## config.mk

```make
export PLATFORM = sky130hd
export DESIGN_NAME = fetch_unit_flat
export DESIGN_NICKNAME = d
export VERILOG_FILES = /design/src/rtl/fetch_if.sv /design/src/rtl/fetch_unit.sv /design/src/flat_wrapper.sv
export SDC_FILE = /design/constraint.sdc
export NUM_CORES = 1
export LEC_CHECK = 0
export BUFFER_PORTS_ARGS = -buffer_cell sky130_fd_sc_hd__clkbuf_2
export CAP_MARGIN = 40
export CORE_MARGIN = 1.5
export CORE_UTILIZATION = 36
export CTS_CLUSTER_DIAMETER = 100
export DETAILED_ROUTE_END_ITERATION = 8
export PLACE_DENSITY = 0.66
export SKIP_LAST_GASP = 1
export SYNTH_ARGS = -nofsm -noshare
export SYNTH_HDL_FRONTEND = slang
export SYNTH_SLANG_ARGS = --single-unit
```

## constraint.sdc

```tcl
create_clock -name clock -period 21 [get_ports clock]
set_input_delay 3.15 -clock clock [delete_from_list [all_inputs] [get_ports clock]]
set_output_delay 3.15 -clock clock [all_outputs]
set_load 0.01 [all_outputs]
```

## src/rtl/fetch_if.sv

```systemverilog
// Fetch-stage bus bundle: redirect input, decode handshake and memory read port.
interface fetch_if;
   logic        redirect_valid;
   logic [31:0] redirect_pc;
   logic        inst_valid;
   logic        inst_ready;
   logic [31:0] inst_out;
   logic [31:0] inst_pc;
   logic        fetch_fault;
   logic [31:0] mem_address;
   logic [31:0] mem_data_in;
   logic        mem_read_write;
   logic [1:0]  mem_access_size;
   logic        mem_unsigned;

   modport master (
      input  redirect_valid, redirect_pc, inst_ready, mem_data_in,
      output inst_valid, inst_out, inst_pc, fetch_fault,
             mem_address, mem_read_write, mem_access_size, mem_unsigned
   );

   modport slave (
      output redirect_valid, redirect_pc, inst_ready, mem_data_in,
      input  inst_valid, inst_out, inst_pc, fetch_fault,
             mem_address, mem_read_write, mem_access_size, mem_unsigned
   );
endinterface

```

## src/rtl/fetch_unit.sv

```systemverilog
// Instruction fetch stage: word fetch from a combinational memory into a small
// prefetch FIFO, presented to decode with its PC; redirect flushes, misaligned target faults.
module fetch_unit #(
   parameter logic [31:0] RESET_PC   = 32'h0100_0000,
   parameter int unsigned FIFO_DEPTH = 2
) (
   input  logic    clock,
   input  logic    reset,
   fetch_if.master bus
);
   localparam int unsigned PTR_W = $clog2(FIFO_DEPTH);
   localparam int unsigned CNT_W = PTR_W + 1;

   typedef struct packed {
      logic [31:0] word;
      logic [31:0] pc;
   } entry_t;

   entry_t             fifo_q [FIFO_DEPTH];
   entry_t             head_q, head_n, new_entry;
   logic [PTR_W-1:0]   wr_ptr, wr_n, rd_ptr, rd_n;
   logic [CNT_W-1:0]   count, count_n;
   logic [31:0]        fetch_pc, fetch_pc_n;
   logic               fault, fault_n;
   logic               valid_q, valid_n;
   logic               pop, push;

   // Next-state: redirect beats push/pop; head/valid are precomputed so outputs stay registered.
   always_comb begin
      pop        = valid_q & bus.inst_ready;
      push       = 1'b0;
      wr_n       = wr_ptr;
      rd_n       = rd_ptr;
      count_n    = count;
      fetch_pc_n = fetch_pc;
      fault_n    = fault;
      new_entry  = '{word: bus.mem_data_in, pc: fetch_pc};
      head_n     = '0;

      if (bus.redirect_valid) begin
         wr_n    = '0;
         rd_n    = '0;
         count_n = '0;
         if (bus.redirect_pc[1:0] == 2'b00) begin
            fetch_pc_n = bus.redirect_pc;
            fault_n    = 1'b0;
         end else begin
            fault_n    = 1'b1;
         end
      end else begin
         push = !fault && ((count < CNT_W'(FIFO_DEPTH)) || pop);
         if (push) begin
            wr_n       = wr_ptr + PTR_W'(1);
            fetch_pc_n = fetch_pc + 32'd4;
         end
         if (pop) begin
            rd_n = rd_ptr + PTR_W'(1);
         end
         count_n = count + CNT_W'(push) - CNT_W'(pop);
      end

      valid_n = (count_n != '0);
      if (valid_n) begin
         // The slot being written this cycle can only become head when it is the new entry.
         if (push && (wr_ptr == rd_n)) begin
            head_n = new_entry;
         end else begin
            head_n = fifo_q[rd_n];
         end
      end
   end

   always_ff @(posedge clock) begin
      if (reset) begin
         wr_ptr   <= '0;
         rd_ptr   <= '0;
         count    <= '0;
         fetch_pc <= RESET_PC;
         fault    <= 1'b0;
         valid_q  <= 1'b0;
         head_q   <= '0;
      end else begin
         wr_ptr   <= wr_n;
         rd_ptr   <= rd_n;
         count    <= count_n;
         fetch_pc <= fetch_pc_n;
         fault    <= fault_n;
         valid_q  <= valid_n;
         head_q   <= head_n;
      end
   end

   // FIFO storage carries no reset; validity is tracked solely by count.
   always_ff @(posedge clock) begin
      if (!reset && push) begin
         fifo_q[wr_ptr] <= new_entry;
      end
   end

   assign bus.inst_valid      = valid_q;
   assign bus.inst_out        = head_q.word;
   assign bus.inst_pc         = head_q.pc;
   assign bus.fetch_fault     = fault;
   assign bus.mem_address     = fetch_pc;
   assign bus.mem_read_write  = 1'b1;
   assign bus.mem_access_size = 2'b10;
   assign bus.mem_unsigned    = 1'b0;
endmodule

```

## src/flat_wrapper.sv

```systemverilog
// flat-port wrapper written by rule: the top's interface ports become plain ports
module fetch_unit_flat 
#(
   parameter logic [31:0] RESET_PC   = 32'h0100_0000,
   parameter int unsigned FIFO_DEPTH = 2
)
  (clock, reset, bus_redirect_valid, bus_redirect_pc, bus_inst_ready, bus_mem_data_in, bus_inst_valid, bus_inst_out, bus_inst_pc, bus_fetch_fault, bus_mem_address, bus_mem_read_write, bus_mem_access_size, bus_mem_unsigned);
  fetch_if bus_i ();
  input  logic clock;
  input  logic reset;
  input wire logic [$bits(bus_i.redirect_valid)-1:0] bus_redirect_valid;
  input wire logic [$bits(bus_i.redirect_pc)-1:0] bus_redirect_pc;
  input wire logic [$bits(bus_i.inst_ready)-1:0] bus_inst_ready;
  input wire logic [$bits(bus_i.mem_data_in)-1:0] bus_mem_data_in;
  output wire logic [$bits(bus_i.inst_valid)-1:0] bus_inst_valid;
  output wire logic [$bits(bus_i.inst_out)-1:0] bus_inst_out;
  output wire logic [$bits(bus_i.inst_pc)-1:0] bus_inst_pc;
  output wire logic [$bits(bus_i.fetch_fault)-1:0] bus_fetch_fault;
  output wire logic [$bits(bus_i.mem_address)-1:0] bus_mem_address;
  output wire logic [$bits(bus_i.mem_read_write)-1:0] bus_mem_read_write;
  output wire logic [$bits(bus_i.mem_access_size)-1:0] bus_mem_access_size;
  output wire logic [$bits(bus_i.mem_unsigned)-1:0] bus_mem_unsigned;
  assign bus_i.redirect_valid = bus_redirect_valid;
  assign bus_i.redirect_pc = bus_redirect_pc;
  assign bus_i.inst_ready = bus_inst_ready;
  assign bus_i.mem_data_in = bus_mem_data_in;
  assign bus_inst_valid = bus_i.inst_valid;
  assign bus_inst_out = bus_i.inst_out;
  assign bus_inst_pc = bus_i.inst_pc;
  assign bus_fetch_fault = bus_i.fetch_fault;
  assign bus_mem_address = bus_i.mem_address;
  assign bus_mem_read_write = bus_i.mem_read_write;
  assign bus_mem_access_size = bus_i.mem_access_size;
  assign bus_mem_unsigned = bus_i.mem_unsigned;
  fetch_unit #(.RESET_PC(RESET_PC), .FIFO_DEPTH(FIFO_DEPTH)) u_core (.clock(clock), .reset(reset), .bus(bus_i));
endmodule
```

### After elaboration in Yosys (flattened, before gate mapping)

Memories as Yosys holds them, arrays and structs flattened. A register that Yosys moved wholly into a read port is not among the register bits.
Cells that the tools add are included.

| operators by class | value |
|---|---|
| $add $sub $neg | 5 |
| magnitude comparators | 1 |
| equality and inequality tests | 1 |
| multiplexer cells | 10 |
| bitwise logic cells | 2 |
| reductions and logical operators | 11 |

Operators with widths:

| kind | number |
|---|---|
| $mux 32 | 3 |
| $add 32x3->32 const B | 1 |
| $mux 1 | 6 |
| $reduce_bool 2->1 | 2 |
| $reduce_or 2->1 | 2 |
| $add 1x1->1 const B | 2 |
| $add 2x1->2 | 1 |
| $logic_and 1x1->1 | 2 |
| $logic_not 1->1 | 2 |
| $logic_not 2->1 | 1 |
| $lt 2x2->1 const B | 1 |
| $mux 2 | 1 |
| $ne 2x1->1 const B | 1 |
| $reduce_and 2->1 | 1 |
| $sub 2x1->2 | 1 |
| $and 1x1->1 | 1 |
| $logic_or 1x1->1 | 1 |
| $not 1->1 | 1 |

| storage, ports and cells | value |
|---|---|
| flip-flop bits (word level) | 38 |
| RAM bits | 128 |
| input port bits | 68 |
| memories | 1 |

Memories:

| memory | depth | width | rd ports | clocked after Yosys merged registers in | wr ports | line | RTL |
|---|---|---|---|---|---|---|---|
| u_core.fifo_q | 2 | 64 | 1 | 1 | 1 | fetch_unit.sv:19 | `entry_t fifo_q [FIFO_DEPTH];` |

### Depth between registers and ports, before layout

| depth | value |
|---|---|
| word-level depth | 9 |
| gate-level depth with buffers | 9 |

### Worst setup path before layout

No wires, ideal clock.

| path | value |
|---|---|
| kind | in2reg |
| start | input bus_redirect_valid |
| end | register u_core.head_q (netlist bit u_core.bus.inst_pc[10]) |
| library setup time | 86 ps |
| data arrival time | 10819 ps |
| required time | 20914 ps |
| slack | 10095 ps |
| stages | 6 |
| buffers on the path | 2 |
| path through | or2_2 > nor4_1 > mux2i_1 > clkbuf_1 > clkbuf_1 > a211oi_1 |

| on the way | value |
|---|---|
| word-level cells in the longest chain between the ends | 4 |
| elaborated cells between the ends (all ways) | 5 |
| classes of those cells | 2 x mux; 1 x bitwise; 2 x reduce/logical |

RTL lines:

| item | line | RTL |
|---|---|---|
| start, declared | flat_wrapper.sv:11 | `input wire logic [$bits(bus_i.redirect_valid)-1:0] bus_redirect_valid;` |
| $mux 2 | fetch_unit.sv:40 | `if (bus.redirect_valid) begin` |
| $reduce_bool 2->1 | fetch_unit.sv:62 | `valid_n = (count_n != '0);` |
| $not 1->1 (no source line) | - |  |
| $reduce_or 2->1 (no source line) | - |  |
| end signal, assigned | fetch_unit.sv:89 | `head_q <= head_n;` |
| end, declared | fetch_unit.sv:20 | `entry_t head_q, head_n, new_entry;` |

Several ways; a longest one is shown, not always the timed one.
A chain may end at the register's enable or synchronous reset.

### Worst setup path after layout

| path | value |
|---|---|
| start | input bus_inst_ready |
| end | register u_core.head_q (netlist bit u_core.bus.inst_out[2]) |

| on the way | value |
|---|---|
| word-level cells in the longest chain between the ends | 9 |
| elaborated cells between the ends (all ways) | 11 |
| classes of those cells | 2 x add/sub; 3 x mux; 2 x bitwise; 4 x reduce/logical |

RTL lines:

| item | line | RTL |
|---|---|---|
| start, declared | flat_wrapper.sv:13 | `input wire logic [$bits(bus_i.inst_ready)-1:0] bus_inst_ready;` |
| $and 1x1->1 (*) | fetch_unit.sv:30 | `pop = valid_q & bus.inst_ready;` |
| $logic_or 1x1->1 | fetch_unit.sv:51 | `push = !fault && ((count < CNT_W'(FIFO_DEPTH)) \|\| pop);` |
| $logic_and 1x1->1 | fetch_unit.sv:51 |  |
| $add 2x1->2 | fetch_unit.sv:59 | `count_n = count + CNT_W'(push) - CNT_W'(pop);` |
| $sub 2x1->2 | fetch_unit.sv:59 |  |
| $mux 2 | fetch_unit.sv:40 |  |
| $reduce_bool 2->1 | fetch_unit.sv:62 |  |
| $not 1->1 (no source line) | - |  |
| $reduce_or 2->1 (no source line) | - |  |

Mark *: on every way between the ends. The rest lies on a longest branch, timed or not.

==> qor.txt <==
FF-to-FF path depth: 8
CTS root buf: clkbuf_16
Critical path arrival: 6.29 ns
First-pass GRT wire length: 34.07 mm
Largest net degree at the start of global routing: 90
Vias/cell: 5.049
CP Capture Type: register
Final Wtd Congestion: 0.8085
Dominant synthesized flop cell: edfxtp_1
Overall via count from detail_route: 6220
PwrDens: 95.61 mW/mm²
Fmax: 170.3 MHz
Total negative slack: 0 ns
Register-to-register setup slack: 17.49 ns
Post-synthesis sequential area ratio: 64.62%
Vias in the first global route: 5953
Clock Sinks: 230
Final Hold Slack: 0.5753 ns
Min-Delay Path Class: register to register
Final hold vios: 0
DRT iter0 DRCs: 585
Die ar.: 0.02626 mm²
Critical path class: input pin to register
Die Y: 162.1 µm
Antenna violations before repair: 0
Final wirelength: 22.10 mm
Num rows: 58
Post-Layout Cell Count: 1232
RR Endpoint: u_core.bus.inst_out[2]
WL/cell: 17.94 µm
Starting density of the core: 36.38%
Placed Cells: 1188
Total GRT Usage: 16.60%
Clock insertion delay at the later pin of the skew report: 0.52 ns
Nets@finish: 954
Antenna Cells: 0
Synth warn: 0
Skew final: 0.02422 ns
Post-synthesis cell count: 734
CTS tree: done
Share of layout cells above drive strength 1: 26.94%
Req. time, crit path: 21.42 ns
Final period utilization: 27.96%
Number of flops mapped to enable cells by yosys: 128
Boundary pin count: 170
DP Worst Slack: 14.60 ns
Post-DP HPWL: 14.33 mm
Netlist cell types: 59
Mapped cell area: 0.009107 mm²
CTS resizes: 0
Clock transition at path regs: 0.06 ns
Die W: 162.1 µm
Syn-to-layout area delta: 21.88%
Max-slew violations: 0
Final worst slack: 15.13 ns
Worst Tran Pin Value: 0.8895 ns
# DRC: 0
Setup violators final: 0
Reg-to-reg startpoint: u_core.bus.inst_valid
Critical path peak fanout: 89
Post-route ant nets: 0
Max Cap Viol: 0
Core area: 0.02504 mm²
Post-synth ARST share: 0%
Setup crit start: bus_inst_ready
Max clock buf depth: 3
Slew HR: 40.70%
Unrepaired setup endpoints after global routing: false
LEAKAGE: 4.160 nW
VDD IR max: 0.05072 mV
Tmin final: 5.871 ns
DR pass1 iterations: 5
Worst Setup EP: u_core.bus.inst_out[2]
Post-CTS Setup Bufs: 0
#FFs+latches synth: 230
Startpoint types: input pin
Mapped Avg Cell Area: 12.41 µm²
Port bufs: 165
CTS hold repair buffers: 0
Total CTS buffers: 24
Htree depth: 1
Status: finished, final reports clean
GRT Residual Overflow: 0
critical path: stages:
cell,delay (ns)
clkbuf_2,0.12
a21boi_0,0.54
nor4_2,0.12
buf_4,0.37
mux2i_4,0.57
buf_16,0.23
buf_4,0.69
nor2_1,0.09
a211oi_1,0.26
cells in the final DEF, fill, tap and decap left out, drive strengths merged, types with 7 or more instances in the layout:
| cell | count |
|---|---|
| nor2 | 98 |
| nand3 | 15 |
| o21ai | 8 |
| nand4 | 10 |
| a21oi | 16 |
| mux2i | 81 |
| clkinv | 9 |
| buf | 14 |
| dfxtp | 102 |
| nand2 | 32 |
| a22oi | 15 |
| edfxtp | 128 |
| nor3 | 15 |
| inv | 7 |
| a211oi | 67 |
| clkbuf | 195 |
| o22ai | 10 |
synthesized netlist by cell type, drive strengths merged, types with 7 or more instances:
master	count	area share [%]
a211oi	67	5.5
a21oi	16	0.88
a22oi	15	1.2
buf	20	1.5
clkbuf	37	1.6
dfxtp	102	22
edfxtp	128	42
inv	7	0.29
mux2i	81	8.9
nand2	32	1.3
nand3	15	0.82
nand4	10	1.1
nor2	98	4.0
nor3	15	0.82
o21ai	8	0.44
o22ai	10	0.69
power by group:
group | internal [W] | switching (W) | leakage [nW]
Clock | 0.000276 | 0.000171 | 0.422
Sequential | 0.000500 | 0.0000160 | 2.02
Combinational | 0.0000370 | 0.0000612 | 1.72
Total | 0.000813 | 0.000248 | 4.16
registers in the layout (all words and copies together), names as in the netlist:
name / flops
u_core.count: 2
u_core.bus.inst_valid: 1
u_core.bus.inst_pc: 32
u_core.fifo_q: 128
u_core.bus.fetch_fault: 1
u_core.rd_ptr: 1
u_core.wr_ptr: 1
u_core.bus.inst_out: 32
u_core.bus.mem_address: 32
worst min-delay path by stage:
stage	startpoint	to	slack, ns	cells past startpoint
final	u_core.wr_ptr	u_core.wr_ptr	0.58	2
after CTS	u_core.wr_ptr	u_core.wr_ptr	0.58	2
after global placement	u_core.wr_ptr	u_core.wr_ptr	0.56	2
after detailed placement	u_core.wr_ptr	u_core.wr_ptr	0.56	2
after floorplan	u_core.wr_ptr	u_core.wr_ptr	0.50	2
after global routing	u_core.bus.mem_address[8]	u_core.fifo_q[0][8]	0.60	0
cell type report:
| type | count | area (µm²) |
|---|---|---|
| clock inverter | 14 | 171.4 |
| clock buffer | 30 | 674.4 |
| timing repair buffer | 179 | 964.7 |
| inverter | 7 | 26.28 |
| sequential | 230 | 5886 |
| tap | 330 | 412.9 |
| multi-input combinational | 442 | 2965 |
| fill | 2338 | 13940 |
logic make-up after synthesis:
group	share of synthesized area, %
other	0.08246
buffers and inverters	3.421
DFF	64.62
adders and majority gates	0.2747
AOI/OAI and AO/OA	10.84
and+or+nand+nor	11.22
xor gates and xnor gates	0.3846
muxes	9.150
metal layers:
metal	up-vias	track usage (%)	wire (µm)
li1	3047	-	-
met2	224	26.94	10490
met5	-	0	0
met1	2927	23.05	9926
met4	0	4.420	328
met3	22	2.758	1351
metrics by stage:
stage / cell area, µm² / util [%] / power, W
finish: 11100 / 44.34 / 0.001061
global route: 11100 / 44.34 / 0.001103
CTS: 11100 / 44.34 / 0.001073
detailed placement: 10250 / 40.96 / 0.0006254
global placement: 10190 / 40.70 / 0.0006213
floorplan: 9115 / - / 0.0005815
(Power assumes the default switching activity.)
